$ cat src/rtl/arm_pkg.sv
// rtl/arm_pkg.sv - shared ISA encodings for the single-cycle ARM datapath
package arm_pkg;

    typedef enum logic [3:0] {
        COND_EQ = 4'b0000,
        COND_NE = 4'b0001,
        COND_CS = 4'b0010,
        COND_CC = 4'b0011,
        COND_MI = 4'b0100,
        COND_PL = 4'b0101,
        COND_VS = 4'b0110,
        COND_VC = 4'b0111,
        COND_HI = 4'b1000,
        COND_LS = 4'b1001,
        COND_GE = 4'b1010,
        COND_LT = 4'b1011,
        COND_GT = 4'b1100,
        COND_LE = 4'b1101,
        COND_AL = 4'b1110,
        COND_NV = 4'b1111
    } cond_e;

    localparam logic [3:0] ALU_AND = 4'h0;
    localparam logic [3:0] ALU_EOR = 4'h1;
    localparam logic [3:0] ALU_SUB = 4'h2;
    localparam logic [3:0] ALU_RSB = 4'h3;
    localparam logic [3:0] ALU_ADD = 4'h4;
    localparam logic [3:0] ALU_ADC = 4'h5;
    localparam logic [3:0] ALU_SBC = 4'h6;
    localparam logic [3:0] ALU_RSC = 4'h7;
    localparam logic [3:0] ALU_TST = 4'h8;
    localparam logic [3:0] ALU_TEQ = 4'h9;
    localparam logic [3:0] ALU_CMP = 4'hA;
    localparam logic [3:0] ALU_CMN = 4'hB;
    localparam logic [3:0] ALU_ORR = 4'hC;
    localparam logic [3:0] ALU_MOV = 4'hD;
    localparam logic [3:0] ALU_BIC = 4'hE;
    localparam logic [3:0] ALU_MVN = 4'hF;

    localparam int FLAG_N = 3;
    localparam int FLAG_Z = 2;
    localparam int FLAG_C = 1;
    localparam int FLAG_V = 0;

    // Compare/test opcodes only set flags; they never write a destination register.
    function automatic logic is_test_op(input logic [3:0] op);
        return (op == ALU_TST) || (op == ALU_TEQ) || (op == ALU_CMP) || (op == ALU_CMN);
    endfunction

endpackage

$ cat src/rtl/cond_check.sv
// rtl/cond_check.sv - evaluates an ARM condition field against NZCV flags
module cond_check
    import arm_pkg::*;
(
    input  cond_e      cond,
    input  logic [3:0] flags,
    output logic       condex
);

    logic n, z, c, v;

    assign n = flags[FLAG_N];
    assign z = flags[FLAG_Z];
    assign c = flags[FLAG_C];
    assign v = flags[FLAG_V];

    // Condition-code decode table; NV never executes.
    always_comb begin
        condex = 1'b0;
        case (cond)
            COND_EQ: condex = z;
            COND_NE: condex = ~z;
            COND_CS: condex = c;
            COND_CC: condex = ~c;
            COND_MI: condex = n;
            COND_PL: condex = ~n;
            COND_VS: condex = v;
            COND_VC: condex = ~v;
            COND_HI: condex = c & ~z;
            COND_LS: condex = ~c | z;
            COND_GE: condex = (n == v);
            COND_LT: condex = (n != v);
            COND_GT: condex = ~z & (n == v);
            COND_LE: condex = z | (n != v);
            COND_AL: condex = 1'b1;
            COND_NV: condex = 1'b0;
            default: condex = 1'b0;
        endcase
    end

endmodule

$ cat src/rtl/cond_logic.sv
// rtl/cond_logic.sv - NZCV flag register, condition check and write-enable gating
module cond_logic
    import arm_pkg::*;
#(
    parameter int         COND_W      = 4,
    parameter logic [3:0] FLAGS_RESET = 4'b0000
) (
    input  logic              clk,
    input  logic              reset,
    input  logic              En,
    input  logic [COND_W-1:0] Cond,
    input  logic [1:0]        Op,
    input  logic [3:0]        ALUControl,
    input  logic [3:0]        ALUFlags,
    input  logic [1:0]        FlagW,
    input  logic              PCS,
    input  logic              RegW,
    input  logic              MemW,
    output logic              PCSrc,
    output logic              RegWrite,
    output logic              MemWrite,
    output logic              CondEx,
    output logic              CarryIn,
    output logic [3:0]        Flags
);

    logic [3:0] flags_q;
    logic       nowrite;
    logic       issue;

    cond_check u_cond_check (
        .cond   (cond_e'(Cond)),
        .flags  (flags_q),
        .condex (CondEx)
    );

    // Data-processing compares/tests update flags but must not touch the register file.
    assign nowrite = (Op == 2'b00) && is_test_op(ALUControl);
    assign issue   = CondEx & En;

    // Flag register: C/V and N/Z halves update independently; condition uses pre-update value.
    always_ff @(posedge clk) begin
        if (reset) begin
            flags_q <= FLAGS_RESET;
        end else if (issue) begin
            if (FlagW[1]) begin
                flags_q[FLAG_C] <= ALUFlags[FLAG_C];
                flags_q[FLAG_V] <= ALUFlags[FLAG_V];
            end
            if (FlagW[0]) begin
                flags_q[FLAG_N] <= ALUFlags[FLAG_N];
                flags_q[FLAG_Z] <= ALUFlags[FLAG_Z];
            end
        end
    end

    // Gate decoder enables by condition pass and instruction advance.
    always_comb begin
        PCSrc    = 1'b0;
        RegWrite = 1'b0;
        MemWrite = 1'b0;
        if (issue) begin
            PCSrc    = PCS;
            RegWrite = RegW & ~nowrite;
            MemWrite = MemW;
        end
    end

    assign CarryIn = flags_q[FLAG_C];
    assign Flags   = flags_q;

endmodule

$ cat config.mk
export PLATFORM = sky130hd
export DESIGN_NAME = cond_logic
export DESIGN_NICKNAME = d
export VERILOG_FILES = /design/src/rtl/arm_pkg.sv /design/src/rtl/cond_check.sv /design/src/rtl/cond_logic.sv
export SDC_FILE = /design/constraint.sdc
export NUM_CORES = 1
export LEC_CHECK = 0
export CAP_MARGIN = 20
export CELL_PAD_IN_SITES_DETAIL_PLACEMENT = 1
export CELL_PAD_IN_SITES_GLOBAL_PLACEMENT = 1
export CORE_MARGIN = 1
export CORE_UTILIZATION = 22
export CTS_BUF_LIST = sky130_fd_sc_hd__clkbuf_8 sky130_fd_sc_hd__clkbuf_16
export DETAILED_ROUTE_END_ITERATION = 6
export PLACE_DENSITY_LB_ADDON = 0.1
export SLEW_MARGIN = 25
export SYNTH_ARGS = -nofsm -noshare
export SYNTH_HDL_FRONTEND = slang
export SYNTH_SLANG_ARGS = --single-unit
$ cat constraint.sdc
create_clock -name clk -period 2.4 [get_ports clk]
set_input_delay 0.24 -clock clk [delete_from_list [all_inputs] [get_ports clk]]
set_output_delay 0.24 -clock clk [all_outputs]
set_load 0.02 [all_outputs]
==> results.cfg, run 1 <==
[route]
routed-wl-met2_um = 724
drtAntennaViolNets = 0
routed_wirelength_mm = 1.38
routed.top_layer = met4
drc = 0
dr.pass1.iters = 2
wl_met3_um = 54
vias = 571
routedWlPerCell_um = 11.3
m1WireLength_um = 567
viasPerCell = 4.68
drt_iter0_markers = 1

[timing]
fin_setup_tns_ns = 0
worst_slew_pin_slew_ns = 0.383
setup_viol = 0
finalCritPeriodShare_pct = 94.2
finalClockSkew_ns = 0.00267
timing.final.max_slew_violations = 0
rsz0062_at_grt = no
finalHoldViolCount = 0
relSlewSlack_pct = 74.3
fmax_ghz = 0.442
period_minus_slack_ns = 2.26

[worst_hold_path]
holdPathEnd = Flags[1]$_SDFFE_PP0P_
hp-class = register to register
min_from = Flags[1]$_SDFFE_PP0P_
holdPathStages = 2

[synth]
synth_seq_area_share_pct = 18.6
synth-edff-count = 0
async_flop_share_pct = 0
synth_top_cell_by_area = dfxtp_1
synth.area.top_cells = dfxtp_1, nand2b_1, mux2i_1
synthCells = 53
synth_top_area_share_pct = 18.6
synth_area_um2 = 432
syn_avg_cell_area_um2 = 8.14
synth.ff_latch_count = 4
yosys_warnings = 0
post-synth-top-count-cell = nand2b_1
syn_nets = 75
synth_cell_type_count = 23
yosys-top-cells-count = nand2b_1, nand3_1, dfxtp_1, mux2i_1, nand2_1
synthFlopType = dfxtp_1

[die]
die_area_mm2 = 0.00214
start_util_pct = 24.2
core_area_mm2 = 0.00178
core.rowCount = 15
io_pins = 31
fp.dieH_um = 46.3
die_x_um = 46.3

[cells_and_area]
largest_reg_flops = 4
insertedDiodeCount = 0
final_cells = 122
syn2layout_area_growth_pct = 99.1
final_nets = 121
drive_gt1_share_pct = 27.8

[setup_path]
cp-end-kind = output pin
worstReg2RegEnd = Flags[2]$_SDFFE_PP0P_
required_ns = 2.16
cp_max_fo = 4
arrival_ns = 2.02
cp_slowest_cell = clkdlybuf4s50_1
slowest_delay_ns = 0.47
start_kind = input pin
r2r_cells = 6
reg2reg_slack_ns = 0.50
crit_chain = clkdlybuf4s50_1 -> or3b_2 -> a31o_2 -> o21ai_1 -> xor2_1 -> buf_4 -> nor2_1 -> buf_2
r2r_start = Flags[3]$_SDFFE_PP0P_
crit_type = input pin to output pin

[placed_design]
place_congestion = 0.795
place_inst = 118
dp_hpwl_mm = 1.17
port_buffers = 28

[global_routing]
overflow = 0
grt_use_total_pct = 15.1
antenna_found_initial = 0
grt_pass1_wl_mm = 2.21
grt_max_degree = 9
grt_pass1_vias = 517

[clock_tree]
cts_hold_buffers = 0
cts.path.max_buffers = 2
clkSinkCount = 4
clk_pin_slew_ns = 0.03
clock_latency_ns = 0.22
cts-buffers-inserted = 3
htree_num_levels = 1
root_buffer = clkbuf_8
cts_tree = yes

[power]
cellPowerDensity_mw_per_mm2 = 414
ir_drop_uv = 312
power.leakage_nw = 0.346

[outcome]
status = finished clean

[flow_run]
drv_cap = 0
final cells by class:
class | count | area [um^2]
Multi-Input combinational cell | 46 | 337
Sequential cell | 4 | 80.1
Fill cell | 229 | 923
Inverter | 2 | 7.51
Timing Repair Buffer | 42 | 363
Clock buffer | 3 | 41.3
Tap cell | 25 | 31.3
timing repair:
action / in CTS / in global routing
setup buffers: 1 / 0
pin swaps: 0 / 0
resized for setup: 10 / 5
endpoints found under the setup margin: 4 / 4
critical path: cells and delay by family:
family	cells	cell delay [ns]
buffers and inverters	3	0.77
AND/OR/NAND/NOR	2	0.48
AO/OA/AOI/OAI	2	0.35
XOR/XNOR	1	0.18
through the flow:
stage	power [W]	area [um^2]	setup WS [ns]	hold WS, ns	util (%)
after CTS	0.000365	880	0.00326	0.541	49.3
after floorplan	0.000136	432	0.426	0.395	-
after global routing	0.000379	860	0.00942	0.595	48.2
after global placement	0.000218	833	-0.402	0.514	46.7
final	0.000356	860	0.138	0.521	48.2
after detailed placement	0.000220	833	-0.448	0.535	46.7
routing by layer:
layer / vias to the layer above / track usage, %
li1: 293 / -
met1: 261 / 16.5
met2: 13 / 25.9
met3: 4 / 1.57
met4: 0 / 12.4
met5: - / 0
cells in the final DEF, fill, tap and decap left out:
master | netlist | final
a31o_2 | 1 | 1
a32oi_1 | 2 | 2
a41oi_1 | 2 | 2
and3b_1 | 2 | 2
and4_4 | 1 | 1
buf_2 | 0 | 1
buf_4 | 1 | 14
clkbuf_2 | 0 | 3
clkbuf_8 | 0 | 3
clkdlybuf4s50_1 | 0 | 22
dfxtp_1 | 4 | 4
dlygate4sd2_1 | 0 | 2
inv_1 | 2 | 2
mux2i_1 | 4 | 4
nand2_1 | 4 | 4
nand2b_1 | 8 | 8
nand3_1 | 5 | 5
nor2_1 | 3 | 3
o211ai_1 | 2 | 2
o21ai_1 | 1 | 1
o221a_2 | 1 | 1
o221ai_1 | 1 | 1
or3_1 | 1 | 1
or3b_2 | 2 | 2
or4b_2 | 1 | 1
or4bb_1 | 2 | 2
xnor2_1 | 2 | 2
xor2_1 | 1 | 1
cells by family (layout without fill, tap and decap cells):
family / Yosys count / count (layout) / share of synthesized area, %
flops: 4 / 4 / 18.6
mux: 4 / 4 / 9.28
simple gates: 29 / 29 / 43.2
xor+xnor: 3 / 3 / 6.09
compound gates: 10 / 10 / 19.4
buf+inv: 3 / 47 / 3.48
how the worst max path moves through the flow:
| stage | slack (ns) | to | cells past startpoint | start |
|---|---|---|---|---|
| after detailed placement | -0.45 | PCSrc | 7 | Cond[3] |
| after global routing | 0.009 | MemWrite | 8 | Cond[2] |
| after CTS | 0.003 | CondEx | 8 | Cond[2] |
| after floorplan | 0.43 | MemWrite | 5 | Flags[3]$_SDFFE_PP0P_ |
| after global placement | -0.40 | MemWrite | 7 | Cond[3] |
| final | 0.14 | PCSrc | 8 | Cond[2] |
power breakdown:
part	internal, W	switching, W
registers	0.0000709	0.00000390
logic	0.0000812	0.0000584
clock network	0.000107	0.0000345
total	0.000259	0.0000968
Note: power is estimated with default switching activity, not from simulation.
==> run 2, diff against run 1 <==
==> constraint.sdc (replaced) <==
create_clock -name clk -period 2.4 [get_ports clk]
set_input_delay 0.24 -clock clk [delete_from_list [all_inputs] [get_ports clk]]
set_output_delay 0.24 -clock clk [all_outputs]
set_load 0.1 [all_outputs]
==> run 2 against run 1 <==
  * Sequential power rose by 2%
  * Total power rose by 34%
  * Highest routed layer unchanged
  * Die area did not move
  * Global-route usage rose by 0.85 points
==> results.cfg, run 2 (synthesis gave the netlist of run 1 again) <==
[outcome]
status = finished clean

[global_routing]
grt_use_total_pct = 15.9
grt_pass1_wl_mm = 2.35
grt_max_degree = 9
grt_pass1_vias = 525
antenna_found_initial = 0
overflow = 0

[route]
routedWlPerCell_um = 12.4
drtAntennaViolNets = 0
routed_wirelength_mm = 1.48
drt_iter0_markers = 3
dr.pass1.iters = 3
viasPerCell = 4.85
vias = 577
drc = 0

[timing]
finalClockSkew_ns = 0.00191
finalHoldViolCount = 0
worst_slew_pin_slew_ns = 0.371
fin_setup_tns_ns = 0
relSlewSlack_pct = 75.1
finalCritPeriodShare_pct = 97.4
timing.final.max_slew_violations = 0
fmax_ghz = 0.428
hold_ws_ns = 0.498
period_minus_slack_ns = 2.34
setup_viol = 0
timing.final.ws_setup_ns = 0.0622

[power]
p_sw_share_pct = 39.1
power_frac_comb_pct = 54.8
ir_drop_uv = 371
p_int_w = 0.000291
seqPwrFrac_pct = 16.0
clockPowerShare_pct = 29.2
cellPowerDensity_mw_per_mm2 = 489
power.leakage_nw = 0.367
switchingPower_w = 0.000187

[clock_tree]
cts_tree = yes
clk_pin_slew_ns = 0.03
cts_hold_buffers = 0
root_buffer = clkbuf_8
cts.path.max_buffers = 2
clkSinkCount = 4
clock_latency_ns = 0.22
cts-buffers-inserted = 3
htree_num_levels = 1

[setup_path]
cp_slowest_cell = clkdlybuf4s50_1
path_buf_inv = 4
crit_chain = clkdlybuf4s50_1 -> buf_6 -> or3_4 -> a31o_4 -> o21ai_4 -> xor2_4 -> buf_6 -> nor2_4 -> buf_12
cp_max_fo = 5
r2r_cells = 7
path_common_cell = buf_6
required_ns = 2.16
cp_num_cells = 9
slowest_delay_ns = 0.44
crit_type = input pin to output pin
cp-end-kind = output pin
start_kind = input pin
crit_family = buffers and inverters
arrival_ns = 2.10

[cells_and_area]
final_nets = 118
syn2layout_area_growth_pct = 127
final_common_cell = clkdlybuf4s50_1
insertedDiodeCount = 0
final_cell_mix = clkdlybuf4s50_1, buf_4, nand2b_1, nand3_1
drive_gt1_share_pct = 42.6
largest_reg_flops = 4
utilization_pct = 54.9

[die]
core_area_mm2 = 0.00178
die_x_um = 46.3
fp.dieH_um = 46.3
die_area_mm2 = 0.00214
io_pins = 31
core.rowCount = 15
start_util_pct = 24.2

[placed_design]
place_congestion = 0.696
port_buffers = 28
preCtsSetupSlack_ns = -0.114
dp_hpwl_mm = 1.18

[worst_hold_path]
hp-class = register to register
holdPathStages = 2

[flow_run]
drv_cap = 0
==> run 2: cell count changes in the layout (fill, tap and decap cells not counted), sizes merged <==
cell / change
clkbuf: -3
inv: -1
clkdlybuf4s50: -5
clkinvlp: +1
buf: +5
==> run 2: repair_timing <==
| action | in CTS | in global routing |
|---|---|---|
| setup buffers | 1 | 0 |
| pin swaps | 3 | 2 |
| gates resized for setup | 4 | 4 |
| gates cloned | 0 | 0 |
| setup endpoints to repair | 4 | 4 |
==> run 2: worst register-to-register path, stage by stage, from the launching register on <==
cell	delay, ns
dfxtp_4	0.35
or4bb_1	0.50
buf_4	0.15
buf_4	0.12
a41oi_1	0.21
a32oi_1	0.08
o211ai_1	0.20
mux2i_1	0.23
==> run 2: final timing paths <==
path	slack [ns]	to	startpoint
worst max-delay path	0.06	RegWrite	Cond[2]
worst min-delay path	0.50	Flags[2]$_SDFFE_PP0P_	Flags[2]$_SDFFE_PP0P_
worst max register to register	0.49	Flags[1]$_SDFFE_PP0P_	Flags[0]$_SDFFE_PP0P_
worst min register to register	0.50	Flags[2]$_SDFFE_PP0P_	Flags[2]$_SDFFE_PP0P_
==> run 2: final cells by class <==
class / count / area, um^2
multi-input combinational: 46 / 405
timing repair buffer: 39 / 399
clock buffer: 3 / 41.3
inverter: 2 / 11.3
fill: 204 / 805
tap: 25 / 31.3
sequential: 4 / 90.1
==> run 2: routing by layer <==
metal  GRT usage [%]  wire (um)  up-vias
met3            2.35         37        5
met5               0          0        -
met1            20.4        602      271
met2            24.5        799       11
met4            10.6         40        0
li1                -          -      290
==> run 2: stage by stage <==
| stage | power [W] | instance area (um^2) | instances |
|---|---|---|---|
| floorplan | 0.000228 | 498 | 53 |
| global placement | 0.000329 | 905 | 115 |
| detailed placement | 0.000331 | 905 | 115 |
| CTS | 0.000481 | 958 | 119 |
| global route | 0.000500 | 978 | 119 |
| finish | 0.000478 | 978 | 119 |
==> run 2: power groups by stage <==
stage	clock, W	sequential [W]	combinational, W
2_1_floorplan	0	0.000103	0.000125
3_3_place_gp	0	0.0000767	0.000252
3_5_place_dp	0	0.0000770	0.000254
4_1_cts	0.000145	0.0000763	0.000259
5_1_grt	0.000148	0.0000771	0.000275
6_report	0.000140	0.0000764	0.000262
==> run 3, diff against run 2 <==
Settings changed: CORE_UTILIZATION 22 to 20, SYNTH_HIERARCHICAL from default to 1.
==> run 3 against run 2 <==
  * Flip-flop and latch count unchanged
  * Worst hold slack better by 0.017 ns
  * Largest power group unchanged
  * Critical endpoint unchanged
  * Utilization shrank 7.4 points
  * Largest cell class is now buffers
  * Sequential power down 4.7%
  * Highest routed layer is now met3
  * Count of clock-buffer cells in the layout is the same
  * Non-clock buffer count shrank 8
  * Via count down 19%
  * Final cell count down 13%
  * Sequential share of layout area is 1.8 points higher
  * Register-to-register slack got worse by 0.07 ns
  * Clock power is 4% higher
==> results.cfg, run 3 <==
[placed_design]
preCtsSetupSlack_ns = -0.0638
place_inst = 100
place_congestion = 0.724
dp_hpwl_mm = 1.00
port_buffers = 28

[clock_tree]
cts_hold_buffers = 0
root_buffer = clkbuf_8
cts.path.max_buffers = 2
clock_latency_ns = 0.22
htree_num_levels = 1
clk_pin_slew_ns = 0.04
postCtsSetupBuffers = 0
clkSinkCount = 4
cts-buffers-inserted = 3
cts_tree = yes

[setup_path]
r2r_cells = 8
cp_max_fo = 4
crit_type = register to output pin
r2r_start = Flags[0]$_SDFFE_PP0P_
reg2reg_slack_ns = 0.42
arrival_ns = 1.97
cp-end-kind = output pin
required_ns = 2.16
start_kind = register
worstReg2RegEnd = Flags[0]$_SDFFE_PP0P_

[global_routing]
grt_pass1_vias = 460
antenna_found_initial = 0
overflow = 0
grt_max_degree = 9
grt_use_total_pct = 13.2
grt_pass1_wl_mm = 1.99

[flow_run]
drv_cap = 0

[route]
drtAntennaViolNets = 0
routedWlPerCell_um = 12.0
vias = 468
routed.top_layer = met3
routed-wl-met2_um = 679
viasPerCell = 4.50
routed_wirelength_mm = 1.25
m1WireLength_um = 513
drc = 0
dr.pass1.iters = 2
wl_met3_um = 55
drt_iter0_markers = 4

[synth]
synth_top_area_share_pct = 20.6
syn_avg_cell_area_um2 = 8.25
synth.area.top_cells = dfxtp_1, nand2b_1, mux2i_1
synth_top_cell_by_area = dfxtp_1
synthFlopType = dfxtp_1
synth_area_um2 = 388
post-synth-top-count-cell = nand2b_1
async_flop_share_pct = 0
synthCells = 47
synth_cell_type_count = 22
synth_seq_area_share_pct = 20.6
syn_nets = 69
synth.ff_latch_count = 4
yosys-top-cells-count = nand2b_1, mux2i_1, dfxtp_1
synth-edff-count = 0
yosys_warnings = 6

[timing]
fmax_ghz = 0.452
timing.final.max_slew_violations = 0
timing.final.ws_setup_ns = 0.187
period_minus_slack_ns = 2.21
finalClockSkew_ns = 0.00386
relSlewSlack_pct = 65.4
setup_viol = 0
finalHoldViolCount = 0
rsz0062_at_grt = no
finalCritPeriodShare_pct = 92.2
fin_setup_tns_ns = 0
worst_slew_pin_slew_ns = 0.511

[cells_and_area]
insertedDiodeCount = 0
drive_gt1_share_pct = 36.7
largest_reg_flops = 4
final_cells = 104
syn2layout_area_growth_pct = 116
n_fill_cell = 217
utilization_pct = 47.5
final_nets = 102
final_common_cell = clkdlybuf4s50_1
final_cell_mix = clkdlybuf4s50_1, nand2b_1, buf_4, mux2i_1, buf_12

[die]
die_area_mm2 = 0.00212
core_area_mm2 = 0.00176
die_x_um = 46.0
start_util_pct = 22.0
io_pins = 31
fp.dieH_um = 46.0
core.rowCount = 15

[worst_hold_path]
hp-class = register to register
min_from = Flags[3]$_SDFFE_PP0P_
holdPathStages = 2
holdPathEnd = Flags[3]$_SDFFE_PP0P_

[power]
cellPowerDensity_mw_per_mm2 = 485
ir_drop_uv = 400
power.leakage_nw = 0.337

[outcome]
status = finished clean
## run 3: worst max-delay path by stage
stage / start / cells after the start / slack, ns / endpoint
floorplan: Flags[0]$_SDFFE_PP0P_ / 7 / -0.47 / RegWrite
global placement: Cond[1] / 7 / -0.05 / MemWrite
detailed placement: Cond[0] / 9 / -0.06 / MemWrite
CTS: Cond[0] / 9 / 0.003 / RegWrite
global route: Flags[0]$_SDFFE_PP0P_ / 8 / 0.05 / RegWrite
finish: Flags[0]$_SDFFE_PP0P_ / 8 / 0.19 / RegWrite
## run 3: cells by family after synthesis
| logic type | share of synthesized area (%) |
|---|---|
| buffers and inverters | 5.80 |
| AO/OA/AOI/OAI | 15.8 |
| flip-flops | 20.6 |
| multiplexers | 12.9 |
| AND/OR/NAND/NOR | 35.8 |
| XOR/XNOR | 9.03 |
## run 3: area by class of cell
cell class,instances,area (um^2),area share (%)
Clock buffer,3,41.3,4.93
Timing Repair Buffer,31,335,40.0
Sequential cell,4,92.6,11.0
Clock inverter,1,3.75,0.448
Multi-Input combinational cell,39,330,39.4
Tap cell,25,31.3,3.73
Inverter,1,3.75,0.448
## run 3: worst max-delay path, cell delays in order, from the launching register on
cell and delay, ns:
dfxtp_4 0.35, xor2_2 0.19, xor2_1 0.16, a2111oi_2 0.33
a311oi_2 0.10, o22ai_4 0.19, nand3_2 0.11, nor2_4 0.14
buf_12 0.18
## run 3: timing repair
| item | 4_1_cts | 5_1_grt |
|---|---|---|
| endpoints found under the setup margin | 4 | 4 |
| pin swaps | 0 | 1 |
| gates cloned | 0 | 0 |
| gates resized for setup | 1 | 3 |
## run 3: per-layer routing
| metal | vias to the layer above | GRT usage, % |
|---|---|---|
| li1 | 232 | - |
| met1 | 222 | 15.9 |
| met2 | 14 | 22.8 |
| met3 | 0 | 4.76 |
| met4 | 0 | 1.76 |
| met5 | - | 0 |
## run 3: per-stage QoR
step / hold slack (ns) / total power (W) / instance area, um^2
floorplan: 0.384 / 0.000184 / 434
global placement: 0.504 / 0.000258 / 777
detailed placement: 0.514 / 0.000260 / 777
CTS: 0.518 / 0.000412 / 828
global route: 0.535 / 0.000430 / 838
finish: 0.515 / 0.000407 / 838
## run 3: report_power, final
part / switching, W / total [W] / internal, W / leakage (nW)
logic: 0.000106 / 0.000188 / 0.0000820 / 0.275
clock network: 0.0000370 / 0.000146 / 0.000109 / 0.0269
registers: 0.00000469 / 0.0000728 / 0.0000681 / 0.0352
total: 0.000147 / 0.000407 / 0.000259 / 0.337
